`src/rtl/adam_axil_slv_regs.sv`:
```
// AXI-Lite register bank: NO_REGS word registers with byte strobes, SLVERR on
// out-of-range addresses, and parallel register/write-pulse outputs for hardware.
module adam_axil_slv_regs #(
    parameter int ADDR_WIDTH = 32,
    parameter int DATA_WIDTH = 32,
    parameter int NO_REGS = 8,
    parameter logic [DATA_WIDTH-1:0] RESET_VALUE = '0,
    localparam int STRB_WIDTH = DATA_WIDTH / 8
) (
    input  logic                          clk,
    input  logic                          rst,
    input  logic [ADDR_WIDTH-1:0]         aw_addr,
    input  logic [2:0]                    aw_prot,
    input  logic                          aw_valid,
    output logic                          aw_ready,
    input  logic [DATA_WIDTH-1:0]         w_data,
    input  logic [STRB_WIDTH-1:0]         w_strb,
    input  logic                          w_valid,
    output logic                          w_ready,
    output logic [1:0]                    b_resp,
    output logic                          b_valid,
    input  logic                          b_ready,
    input  logic [ADDR_WIDTH-1:0]         ar_addr,
    input  logic [2:0]                    ar_prot,
    input  logic                          ar_valid,
    output logic                          ar_ready,
    output logic [DATA_WIDTH-1:0]         r_data,
    output logic [1:0]                    r_resp,
    output logic                          r_valid,
    input  logic                          r_ready,
    output logic [NO_REGS*DATA_WIDTH-1:0] regs_q,
    output logic [NO_REGS-1:0]            wr_pulse
);

    localparam logic [1:0] RESP_OKAY   = 2'b00;
    localparam logic [1:0] RESP_SLVERR = 2'b10;

    logic [NO_REGS-1:0][DATA_WIDTH-1:0] regs;
    logic                  aw_held, w_held;
    logic [ADDR_WIDTH-1:0] aw_addr_q;
    logic [DATA_WIDTH-1:0] w_data_q;
    logic [STRB_WIDTH-1:0] w_strb_q;

    logic                  aw_hs, w_hs, ar_hs, commit;
    logic [ADDR_WIDTH-1:0] wr_addr, wr_idx, rd_idx;
    logic [DATA_WIDTH-1:0] wr_data, rd_word;
    logic [STRB_WIDTH-1:0] wr_strb;
    logic [NO_REGS-1:0]    wr_sel, rd_sel;
    logic                  unused;

    assign unused   = ^{aw_prot, ar_prot};
    assign regs_q   = regs;

    assign aw_ready = !aw_held && !b_valid;
    assign w_ready  = !w_held && !b_valid;
    assign ar_ready = !r_valid;

    assign aw_hs    = aw_valid && aw_ready;
    assign w_hs     = w_valid && w_ready;
    assign ar_hs    = ar_valid && ar_ready;

    // A held beat and a live handshake are interchangeable for committing.
    assign wr_addr  = aw_held ? aw_addr_q : aw_addr;
    assign wr_data  = w_held ? w_data_q : w_data;
    assign wr_strb  = w_held ? w_strb_q : w_strb;
    assign commit   = (aw_held || aw_hs) && (w_held || w_hs);

    // Full-width index compare, so any set upper address bit lands out of range.
    assign wr_idx   = wr_addr >> 2;
    assign rd_idx   = ar_addr >> 2;

    always_comb begin
        wr_sel  = '0;
        rd_sel  = '0;
        rd_word = '0;
        for (int i = 0; i < NO_REGS; i++) begin
            if (wr_idx == ADDR_WIDTH'(i)) wr_sel[i] = 1'b1;
            if (rd_idx == ADDR_WIDTH'(i)) begin
                rd_sel[i] = 1'b1;
                rd_word   = regs[i];
            end
        end
    end

    always_ff @(posedge clk) begin
        if (!rst) begin
            regs      <= {NO_REGS{RESET_VALUE}};
            aw_held   <= 1'b0;
            w_held    <= 1'b0;
            aw_addr_q <= '0;
            w_data_q  <= '0;
            w_strb_q  <= '0;
            b_valid   <= 1'b0;
            b_resp    <= '0;
            r_valid   <= 1'b0;
            r_resp    <= '0;
            r_data    <= '0;
            wr_pulse  <= '0;
        end else begin
            wr_pulse <= '0;

            if (commit) begin
                aw_held  <= 1'b0;
                w_held   <= 1'b0;
                b_valid  <= 1'b1;
                b_resp   <= (|wr_sel) ? RESP_OKAY : RESP_SLVERR;
                wr_pulse <= wr_sel;
                for (int i = 0; i < NO_REGS; i++)
                    for (int k = 0; k < STRB_WIDTH; k++)
                        if (wr_sel[i] && wr_strb[k])
                            regs[i][k*8 +: 8] <= wr_data[k*8 +: 8];
            end else begin
                if (aw_hs) begin
                    aw_held   <= 1'b1;
                    aw_addr_q <= aw_addr;
                end
                if (w_hs) begin
                    w_held   <= 1'b1;
                    w_data_q <= w_data;
                    w_strb_q <= w_strb;
                end
            end

            if (b_valid && b_ready) b_valid <= 1'b0;

            // Read samples pre-edge register state, so a same-edge write returns old data.
            if (ar_hs) begin
                r_valid <= 1'b1;
                r_data  <= rd_word;
                r_resp  <= (|rd_sel) ? RESP_OKAY : RESP_SLVERR;
            end else if (r_valid && r_ready) begin
                r_valid <= 1'b0;
            end
        end
    end

endmodule

```
`config.mk`:
```
export PLATFORM = sky130hd
export DESIGN_NAME = adam_axil_slv_regs
export DESIGN_NICKNAME = d
export VERILOG_FILES = /design/src/rtl/adam_axil_slv_regs.sv
export SDC_FILE = /design/constraint.sdc
export NUM_CORES = 1
export LEC_CHECK = 0
export CAP_MARGIN = 5
export CORE_UTILIZATION = 51
export CTS_CLUSTER_SIZE = 30
export DETAILED_ROUTE_END_ITERATION = 12
export GPL_TIMING_DRIVEN = 0
export PLACE_DENSITY_LB_ADDON = 0.15
export SLEW_MARGIN = 20
export SYNTH_ARGS = -nofsm -noshare
export SYNTH_HDL_FRONTEND = slang
export SYNTH_SLANG_ARGS = --single-unit
```
`constraint.sdc`:
```
create_clock -name clk -period 4 [get_ports clk]
set_clock_uncertainty 0.15 [all_clocks]
set_input_delay 0.6 -clock clk [delete_from_list [all_inputs] [get_ports clk]]
set_output_delay 0.6 -clock clk [all_outputs]
set_load 0.03 [all_outputs]
```
==> reports/results.txt, run 1 <==
Hpwl dp - 45900 microns
Overall routed net length - 62000 microns
Clock sink total - 368
RSZ-0062 raised after global routing - false
Filler instances - 2419
Die H - 181 microns
Total grt overflow - 0
Slew of the pin with the lowest slew margin - 1.09 ns
P_int - 6.15 mW
Most common cell after layout, fill and taps aside - nand2_1
Ant. Diodes - 0
Global Route Usage Sum - 37.2%
Clk slew on worst S/H paths - 0.06 ns
Total power - 8.26 mW
CTS Buffer Depth - 3
Post-Syn Area per Cell - 10.1 sq um
Fin Hold WS - 0.295 ns
Sequential area share after synthesis - 45.1%
Final worst setup slack - 0.760 ns
RR Endpoint - regs_q[70]
Port bufs - 401
FMAX - 309 MHz
Setup-failing EPs final - 0
Initial antenna violation count - 0
Status - finished, final reports clean
Die Wd - 181 microns
FF-to-FF Start - aw_addr_q[6]
Ys Warns - 0
Logic pwr share - 10.3%
Most frequent cells in the layout - nand2_1 (494), clkdlybuf4s50_1 (401), dfxtp_1 (368)
Core ar. - 0.0316 sq mm
Fraction of registers with async set/reset - 0%
Placed Instances - 2425
Slew Viols, Final - 0
Final hold viol count - 0
Initial Util - 51.8%
Hold_buf cts - 0
R2r worst-path depth - 5
Placer Congestion - 0.935
Layout cell share with drive strength beyond 1 - 10.8%
Main synth FF type - dfxtp_1
Largest net degree at the start of global routing - 14
Hold Path End - r_data[31]
Via/cell ratio - 5.96
Post-synth EDFFs - 0
Max transition margin - 27.1%
Register area - 0.00737 sq mm
Switching Share - 25.6%
Min-delay src - rst
Max VDD drop - 0.266 mV
Via count - 14900
Final nets - 2177
CTS resizes - 0
Clock network power share - 44.4%
Final Non-Filler Cells - 2495
Crit path launch type - register
Crit share post-route - 81.0%
WP data arrival - 2.49 ns
Max-Cap Viols - 0
DRC Markers - 0
Worst Hold Path Cells - 3
First-pass GRT wire length - 91100 microns
Leakage - 9.59 nW
Die ar. - 0.0328 sq mm
Max H-tree Level - 2
Boundary pin count - 418
Power per cell area - 373 mW/mm^2
Post-Syn Instances - 1620
Initial drt markers - 1360
HP Class - in2reg
Seq pwr share - 45.2%
Area grow syn2layout - 35.6%
Final core occ - 70.3%
Synthesized cell area - 0.0164 sq mm
Num rows - 65
Sw Pwr - 2.12 mW
Footprint of the multi-input gates - 0.00853 sq mm
Worst-Skew Late Latency - 0.54 ns
Crit Path Max Fanout - 10
Setup Crit Path Kind - reg2out
DRT antenna net count - 0
CTS tree - done
Clock Tree Root - clkbuf_16
Min Tclk post-route - 3.24 ns
CP Launch Point - w_held
Synth Register Bits - 368
R2R Setup Slk - 1.15 ns
Vias in the first global route - 14800
Post-CTS setup buffer count - 0
Pre-CTS setup slack - 0.528 ns
Worst endpoint required time - 3.25 ns
Worst Setup End Kind - primary output
Num CTS Buffers - 39
Routed length per placed instance - 24.9 microns
Netlist cell types - 57
DR pass1 iterations - 6
[synth_stat cells, types with 2 or more instances]
master / count / area, sq um
buf_2: 11 / 55.1
and3_1: 2 / 12.5
nor3_1: 10 / 50.1
nor4b_1: 2 / 17.5
a22oi_1: 20 / 150
buf_4: 7 / 52.6
o21ai_0: 28 / 140
buf_1: 9 / 33.8
a21oi_1: 7 / 35.0
nand4_2: 13 / 163
nor2_1: 16 / 60.1
nor3b_1: 4 / 30.0
o31ai_1: 4 / 30.0
mux4_2: 56 / 1260
clkbuf_1: 70 / 263
dfxtp_1: 368 / 7370
nor4_1: 17 / 106
inv_1: 6 / 22.5
nand4_4: 15 / 319
a21boi_0: 66 / 495
nand3b_1: 2 / 15.0
mux2_2: 38 / 428
and3b_1: 4 / 35.0
a2bb2oi_1: 3 / 26.3
o2bb2ai_1: 3 / 26.3
nand3_1: 7 / 35.0
nor2b_1: 20 / 125
o32a_1: 2 / 20.0
o32ai_1: 2 / 17.5
nor2_2: 3 / 18.8
nand4_1: 7 / 43.8
nand2_1: 494 / 1850
buf_6: 2 / 22.5
nand3_2: 4 / 40.0
mux2i_1: 276 / 2760
[final cells by class]
type,instances,share of cell area (%)
Sequential cell,368,33.2
Timing Repair Buffer,402,18.1
Buffer,100,1.99
Tap cell,402,2.27
Clock inverter,17,0.790
Inverter,6,0.102
Multi-Input combinational cell,1147,38.5
Clock buffer,53,5.01
[metal layers]
metal / vias to the layer above / global-route usage [%] / wire (microns) / share of wire [%]
met5: - / 0 / 0 / 0
met4: 0 / 20.4 / 3620 / 5.8
met3: 200 / 9.80 / 6350 / 10
met2: 870 / 61.4 / 28800 / 46
met1: 7218 / 44.2 / 23300 / 38
li1: 6571 / - / - / -
[critical path, cell delays in order (launching register included)]
cell and delay, ns:
dfxtp_1 0.41, buf_2 0.31, buf_1 0.51, nor2_1 0.11
clkdlybuf4s50_1 0.61
[flip-flops by register name (all words and copies together) (netlist names)]
signal / cells
b_valid: 1
wr_pulse: 8
w_held: 1
regs_q: 256
r_data: 32
aw_held: 1
aw_addr_q: 30
r_valid: 1
w_data_q: 32
w_strb_q: 4
r_resp: 1
b_resp: 1
[through the flow]
stage          setup TNS, ns  area (sq um)
2_1_floorplan              0         16400
3_3_place_gp           -3.70         20900
3_5_place_dp               0         20900
4_1_cts                    0         22200
5_1_grt                    0         22200
6_report                   0         22200
[cell families after synthesis]
logic type,after synthesis,share of synthesized area (%)
and+or+nand+nor,630,18.5
DFF,368,45.1
buffers and inverters,106,2.84
AOI/OAI and AO/OA,145,6.35
other,1,0.0229
muxes,370,27.2
[worst max path at each step]
stage	endpoint	slack, ns
after floorplan	regs_q[128]	1.61
after global placement	r_data[6]	-0.35
after detailed placement	r_data[31]	0.53
after CTS	w_ready	0.78
after global routing	w_ready	0.68
final	w_ready	0.76
[power by group through the flow]
stage	Sequential, mW	Combinational [mW]	Clock [mW]
floorplan	3.83	0.465	0
global placement	3.82	0.821	0
detailed placement	3.82	0.836	0
CTS	3.74	0.841	3.66
global route	3.74	0.895	3.81
finish	3.74	0.855	3.67
Power figures use the tool's default switching activity.
==> inputs of run 2 (changes only) <==
- CORE_UTILIZATION: 51 -> 49
- clock period: 4 -> 3 ns (I/O delays scaled with it)
==> reports/results.txt, run 2 (synthesis gave the netlist of run 1 again) <==
Largest stage delay on the critical path - 0.90 ns
Final nets - 2177
First-pass GRT wire length - 89000 microns
Die ar. - 0.0341 sq mm
Die H - 185 microns
Crit share post-route - 96.6%
Clock Tree Root - clkbuf_16
Setup Crit Path Kind - in2reg
Num rows - 66
Most common cell after layout, fill and taps aside - nand2_1
Clk slew on worst S/H paths - 0.06 ns
FF-to-FF Start - aw_addr_q[14]
Slew Viols, Final - 0
Max FFs per register - 256
Crit Path Max Fanout - 10
Most frequent cells in the layout - nand2_1 (494), clkdlybuf4s50_1 (401), dfxtp_1 (368)
Critical-path cell list - buf_2, buf_1, clkbuf_1, mux4_2, mux2i_1, o21ai_0
Total grt overflow - 0
Boundary pin count - 418
DR pass1 iterations - 6
Overall routed net length - 61800 microns
RSZ-0062 raised after global routing - false
Pre-CTS setup slack - -0.282 ns
Min Tclk post-route - 2.90 ns
Placed Instances - 2465
Max H-tree Level - 2
CTS resizes - 0
Routed length per placed instance - 24.4 microns
Bufs and invs on worst path - 3
HP Class - in2reg
Largest net degree at the start of global routing - 20
Filler instances - 2601
Final worst setup slack - 0.102 ns
Clock sink total - 368
FMAX - 345 MHz
Min-delay src - rst
CTS tree - done
Worst endpoint required time - 3.21 ns
Clock network power share - 44.0%
Seq pwr share - 45.7%
Initial drt markers - 1281
Initial Util - 50.0%
Switching Share - 25.6%
Worst-Skew Late Latency - 0.53 ns
DRT antenna net count - 0
Worst path top cell family by delay - buffers and inverters
Footprint of the multi-input gates - 0.00853 sq mm
Die Wd - 185 microns
Power per cell area - 492 mW/mm^2
Max-Cap Viols - 0
P_int - 8.12 mW
Crit path launch type - primary input
WP data arrival - 3.11 ns
Setup-failing EPs final - 0
Area grow syn2layout - 35.7%
Final hold viol count - 0
Slew of the pin with the lowest slew margin - 1.12 ns
DRC Markers - 0
Vias in the first global route - 14500
Register area - 0.00737 sq mm
Global Route Usage Sum - 35.6%
Leakage - 9.58 nW
CTS Buffer Depth - 3
Sw Pwr - 2.79 mW
Num CTS Buffers - 40
Max transition margin - 25.3%
CP Launch Point - ar_addr[3]
Hpwl dp - 46000 microns
Status - finished, final reports clean
Max VDD drop - 0.366 mV
Placer Congestion - 0.913
Layout cell share with drive strength beyond 1 - 10.8%
Logic pwr share - 10.4%
Initial antenna violation count - 1
Via/cell ratio - 5.83
Final Non-Filler Cells - 2535
Critical path's slowest cell - clkbuf_1
Port bufs - 401
Hold_buf cts - 0
Via count - 14800
Core ar. - 0.0327 sq mm
Worst Setup End Kind - register
run 2: power by group through the flow:
| stage | clock network, mW | logic (mW) | registers, mW |
|---|---|---|---|
| after floorplan | 0 | 0.620 | 5.10 |
| after global placement | 0 | 1.09 | 5.09 |
| after detailed placement | 0 | 1.11 | 5.09 |
| after CTS | 4.79 | 1.12 | 4.99 |
| after global routing | 5.03 | 1.18 | 4.99 |
| final | 4.80 | 1.13 | 4.99 |
run 2: metal layers:
metal	global-route usage [%]	share of wire, %	up-vias
li1	-	-	6556
met1	43.1	38	7206
met2	58.8	46	851
met3	8.22	9.9	175
met4	18.8	5.5	0
met5	0	0	-
run 2: cell type report:
class | instances | share of cell area, %
multi-input cells | 1147 | 38.4
flip-flops and latches | 368 | 33.2
repair buffers | 402 | 18.1
clock buffers | 56 | 5.24
well taps | 442 | 2.49
plain buffers | 99 | 1.97
clock inverters | 14 | 0.445
inverters | 6 | 0.101
diodes | 1 | 0.0113
run 2: through the flow:
stage	TNS, ns	area [sq um]	util (%)	total power, mW	hold slack [ns]
CTS	0	22200	67.9	10.9	0.125
global placement	-35.07	20900	64.0	6.18	0.284
global route	0	22200	67.9	11.2	0.137
finish	0	22200	67.9	10.9	0.134
floorplan	0	16400	-	5.72	0.290
detailed placement	-18.10	20900	64.0	6.21	0.299
run 2: worst reg2reg max path, stage by stage, from the launching register on:
cell and delay [ns]:
dfxtp_1 0.31, nor4_1 0.45, nand3_1 0.33, nand2_1 0.54, nand4_2 0.57, mux2i_1 0.35
run 2: path summary, 6_finish.rpt:
check	to	slack, ns	depth (start not counted)
hold reg to reg	r_data[26]	0.31	2
setup / recovery	r_data[1]	0.10	6
hold / removal	r_data[31]	0.13	3
setup reg to reg	regs_q[177]	0.22	5
run 2: timing repair:
action                                  4_1_cts  5_1_grt
setup buffers                                 0        0
endpoints found under the hold margin         0        0
endpoints found under the setup margin        1        0
